[src/rtl/microwave_timer_ctrl.sv]
// Microwave cook-timer sequencer: keypad M:SS entry, counter load handshake,
// door-gated 1 Hz count enable, end-of-cook detection, magnetron and beeper drive.
module microwave_timer_ctrl #(
   parameter int BEEP_TICKS = 3
) (
   input  logic        clk,
   input  logic        clrn,
   input  logic        tick_1hz,
   input  logic [3:0]  digit,
   input  logic        digit_vld,
   input  logic        start,
   input  logic        stop,
   input  logic        door_closed,
   input  logic        all_zero,
   output logic [11:0] cnt_data,
   output logic        cnt_loadn,
   output logic        cnt_en,
   output logic        mag_on,
   output logic        beep,
   output logic        err
);

   typedef enum logic [2:0] {
      IDLE,
      ENTRY,
      LOAD,
      SETTLE,
      COOK,
      PAUSE,
      DONE
   } state_t;

   state_t     state;
   logic [3:0] min_d;
   logic [3:0] tens_d;
   logic [3:0] ones_d;
   logic [3:0] beep_cnt;
   logic       digit_ok;
   logic       start_ok;

   // Start qualification always looks at the pre-shift entry value.
   assign digit_ok = digit_vld && (digit <= 4'd9);
   assign start_ok = ({min_d, tens_d, ones_d} != 12'h000) && (tens_d <= 4'd5) && door_closed;

   // The entry registers are themselves the counter load data.
   assign cnt_data = {min_d, tens_d, ones_d};

   always_ff @(posedge clk or negedge clrn) begin
      if (!clrn) begin
         state     <= IDLE;
         min_d     <= 4'd0;
         tens_d    <= 4'd0;
         ones_d    <= 4'd0;
         beep_cnt  <= 4'd0;
         cnt_loadn <= 1'b1;
         cnt_en    <= 1'b0;
         mag_on    <= 1'b0;
         beep      <= 1'b0;
         err       <= 1'b0;
      end else begin
         cnt_loadn <= 1'b1;
         cnt_en    <= 1'b0;
         err       <= 1'b0;
         case (state)
            IDLE, ENTRY: begin
               if (stop) begin
                  state  <= IDLE;
                  min_d  <= 4'd0;
                  tens_d <= 4'd0;
                  ones_d <= 4'd0;
               end else begin
                  if (digit_ok) begin
                     min_d  <= tens_d;
                     tens_d <= ones_d;
                     ones_d <= digit;
                     state  <= ENTRY;
                  end
                  if (start) begin
                     if (start_ok) begin
                        state     <= LOAD;
                        cnt_loadn <= 1'b0;
                     end else begin
                        err <= 1'b1;
                     end
                  end
               end
            end
            LOAD: begin
               state <= SETTLE;
            end
            SETTLE: begin
               state  <= COOK;
               mag_on <= 1'b1;
            end
            COOK: begin
               // End of cook outranks a door opening or stop in the same cycle.
               if (all_zero) begin
                  state    <= DONE;
                  mag_on   <= 1'b0;
                  beep     <= 1'b1;
                  beep_cnt <= 4'd0;
               end else if (stop || !door_closed) begin
                  state  <= PAUSE;
                  mag_on <= 1'b0;
               end else begin
                  cnt_en <= tick_1hz & door_closed;
               end
            end
            PAUSE: begin
               if (stop) begin
                  state  <= IDLE;
                  min_d  <= 4'd0;
                  tens_d <= 4'd0;
                  ones_d <= 4'd0;
               end else if (start) begin
                  if (door_closed) begin
                     state  <= COOK;
                     mag_on <= 1'b1;
                  end else begin
                     err <= 1'b1;
                  end
               end
            end
            DONE: begin
               // Any key press silences the beeper and is not acted on further.
               if (start || stop || digit_vld) begin
                  state  <= IDLE;
                  beep   <= 1'b0;
                  min_d  <= 4'd0;
                  tens_d <= 4'd0;
                  ones_d <= 4'd0;
               end else if (tick_1hz) begin
                  if (beep_cnt == 4'(BEEP_TICKS - 1)) begin
                     state  <= IDLE;
                     beep   <= 1'b0;
                     min_d  <= 4'd0;
                     tens_d <= 4'd0;
                     ones_d <= 4'd0;
                  end else begin
                     beep_cnt <= beep_cnt + 4'd1;
                  end
               end
            end
            default: begin
               state <= IDLE;
            end
         endcase
      end
   end

endmodule

[config.mk]
export PLATFORM = sky130hd
export DESIGN_NAME = microwave_timer_ctrl
export DESIGN_NICKNAME = d
export VERILOG_FILES = /design/src/rtl/microwave_timer_ctrl.sv
export SDC_FILE = /design/constraint.sdc
export NUM_CORES = 1
export LEC_CHECK = 0
export BUFFER_PORTS_ARGS = -buffer_cell sky130_fd_sc_hd__buf_2
export CAP_MARGIN = 5
export CORE_MARGIN = 5
export CORE_UTILIZATION = 56
export DETAILED_ROUTE_END_ITERATION = 8
export MAX_ROUTING_LAYER = met4
export PLACE_DENSITY = 0.89
export SLEW_MARGIN = 40
export SYNTH_ARGS = -nofsm -noshare
export SYNTH_HDL_FRONTEND = slang
export SYNTH_SLANG_ARGS = --single-unit
[constraint.sdc]
create_clock -name clk -period 5.5 [get_ports clk]
set_input_delay 0 -clock clk [delete_from_list [all_inputs] [get_ports clk]]
set_output_delay 0 -clock clk [all_outputs]
set_load 0.01 [all_outputs]
==> run_results.csv <==
group,metric,value,unit
run_status,status,"finished, final reports clean",
floorplanning,core,2000,sq um
critical_path,startpoint_type,"flip-flop",
sta,finalCriticalPeriod,2260,ps
run,drv_cap,0,
route,ant_nets,0,
floorplanning,pin_count,29,
clock_tree,clk_latency,330,ps
clock_tree,htree_levels,1,
route,via_count,1056,
grt,antenna_found_initial,0,
final_layout,antenna_cells,0,
sta,tns,0,ps
critical_path,worstPathMaxFanout,12,
floorplanning,dieArea,3190,sq um
clock_tree,cts_tree,"yes",
worst_hold_path,hp-class,"in -> reg",
pwr,ir_worst_vdd,0.000251,V
clock_tree,clock_tree.root_cell,"clkbuf_4",
placed_design,place_congestion,0.929,
critical_path,cp.required,5770,ps
route,dr.pass1.iters,4,
sta,rsz0062_at_grt,"false",
sta,hold_viol_final,0,
placed_design,hpwl,1990,um
yosys,async_flop_share,100,%
floorplanning,die_h,56.5,um
clock_tree,clk_pin_slew_worst_paths,120,ps
route,drc,0,
sta,relSlewSlack,53.2,%
yosys,synthCells,117,
yosys,synth.net_count,131,
yosys,ys.flop_type,"dfrtp_1",
route,wl_per_cell,16.4,um
clock_tree,cts_resized,0,
route,drtIter0Drc,43,
pwr,p_leak,0.738,nW
clock_tree,clockBufferDepth,2,
placed_design,portBuffers,28,
final_layout,areaGrowthSynthToFinish,22.9,%
yosys,ys_seq_area_share,49.7,%
final_layout,fill_cells,150,
yosys,synth-seq-cells,24,
floorplanning,die_x,56.5,um
sta,setup_viol,0,
clock_tree,cts_buffers,3,
yosys,yosys_warnings,0,
critical_path,path_class,"reg -> reg",
yosys,netlist_area,1210,sq um
sta,period_share,41.0,%
sta,fmax,0.443,GHz
route,wl,2910,um
yosys,synth_cell_types,35,
grt,grt-ovfl-total,0,
sta,timing.final.max_slew_violations,0,
grt,grt_pass1_wl,5090,um
clock_tree,numClockSinks,24,
final_layout,nNetsFinal,166,
final_layout,drive_gt1_share,31.8,%
yosys,syn_area_per_cell,10.3,sq um
sta,worstMarginPinSlew,693,ps
critical_path,worstSetupEndpointType,"flip-flop",
critical_path,crit_arrival,2520,ps
sta,fin_skew,10.8,ps
pwr,p_per_area,355,nW/um^2
route,via_per_inst,5.93,
final_layout,final_util,74.3,%
floorplanning,rows,16,
grt,grt_pass1_vias,1024,
floorplanning,initial_core_util,60.4,%
yosys,synth_edf_count,0,
grt,grt_use_total,20.7,%
grt,grt_max_degree,25,
clock_tree,cts_setup_buffers,0,
==> stage by stage <==
| step | area [sq um] | worst slack [ps] | instances | power, W | hold slack [ps] |
|---|---|---|---|---|---|
| 6_report | 1490 | 3240 | 178 | 0.000527 | 20.4 |
| 5_1_grt | 1490 | 3090 | 178 | 0.000565 | 14.3 |
| 4_1_cts | 1480 | 3100 | 178 | 0.000516 | 15.8 |
| 3_5_place_dp | 1350 | 3130 | 165 | 0.000416 | 10.2 |
| 3_3_place_gp | 1350 | 3220 | 165 | 0.000409 | 2.42 |
| 2_1_floorplan | 1210 | 3560 | 117 | 0.000372 | -296 |
==> where the power goes <==
part           internal, W  switching, W
logic            0.0000793     0.0000980
clock network    0.0000406     0.0000544
registers         0.000205     0.0000498
total             0.000325      0.000202
==> synth_stat cells, drive strengths merged, types with 2 or more instances <==
cell,instances,area share (%)
o2bb2ai,2,1.4
nand2,11,3.4
nor2b,2,1.0
and3,3,1.6
nor4b,2,1.4
clkbuf,5,1.6
or3b,2,1.4
inv,3,0.93
nor2,6,1.9
a22o,13,11
nor4,2,1.0
buf,2,1.3
nand2b,2,1.0
dfrtp,23,48
nand4,2,1.0
ha,2,2.1
a21oi,8,3.3
o21ai,7,2.9
mux2i,3,2.5
nor3,4,1.7
==> layout by cell type (no fill, tap or decap), drive strengths merged, types with 3 or more instances in the layout <==
| cell | count |
|---|---|
| dfrtp | 23 |
| a22o | 13 |
| inv | 3 |
| nor2 | 6 |
| nor3 | 4 |
| mux2i | 3 |
| o21ai | 7 |
| and3 | 3 |
| a21oi | 8 |
| buf | 28 |
| clkbuf | 4 |
| nand2 | 11 |
| dlygate4sd3 | 9 |
==> timing repair <==
| item | in CTS | in global routing |
|---|---|---|
| hold buffers | 9 | 0 |
| setup endpoints to repair | 0 | 0 |
| endpoints found under the hold margin | 30 | 0 |
==> state kept, by name, indices dropped and copies added (netlist names) <==
| signal | cells |
|---|---|
| beep_cnt | 4 |
| cnt_en | 1 |
| tens_d | 4 |
| err | 1 |
| cnt_loadn | 1 |
| beep | 1 |
| ones_d | 4 |
| mag_on | 1 |
| min_d | 4 |
| state | 3 |
==> layout make-up <==
| type | instances | area (sq um) | share of cell area (%) |
|---|---|---|---|
| Clock buffer | 4 | 36.3 | 2.44 |
| Timing Repair Buffer | 37 | 230 | 15.5 |
| Inverter | 3 | 11.3 | 0.758 |
| Sequential cell | 24 | 602 | 40.5 |
| Tap cell | 27 | 33.8 | 2.27 |
| Multi-Input combinational cell | 83 | 573 | 38.6 |
==> worst paths after layout <==
kind | to | cells past startpoint | start | slack [ps]
worst min-delay path | beep | 3 | all_zero | 20
worst min register to register | beep | 1 | beep | 520
worst max register to register | tens_d[0] | 6 | beep_cnt[0] | 3240
max in group asynchronous | cnt_loadn | 2 | clrn | 4970
min in group asynchronous | min_d[1] | 2 | clrn | 160
worst max-delay path | tens_d[0] | 6 | beep_cnt[0] | 3240
==> cells by family after synthesis <==
kind of cell,after synthesis,share of synthesized area (%)
adders and majority gates,2,2.07
muxes,3,2.48
DFF,24,49.7
and+or+nand+nor,39,17.1
AOI/OAI and AO/OA,39,24.8
buffers and inverters,10,3.83
==> worst max-delay path: stages, from the launching register on <==
cell and delay [ps]:
dfrtp_1 440, inv_1 60, ha_1 200, nor3b_1 150, a2111o_1 500, a311oi_4 600
a22o_2 260
==> per-layer routing <==
layer  routed length [um]  global-route usage (%)  share of wire [%]  vias up
li1                     -                       -                  -      509
met1                 1260                    27.8                 43      499
met2                 1410                    31.2                 48       44
met3                  204                    3.90                7.0        4
met4                   33                    7.12                1.1        0
met5                    0                       -                  0        -
(Power assumes the default switching activity.)
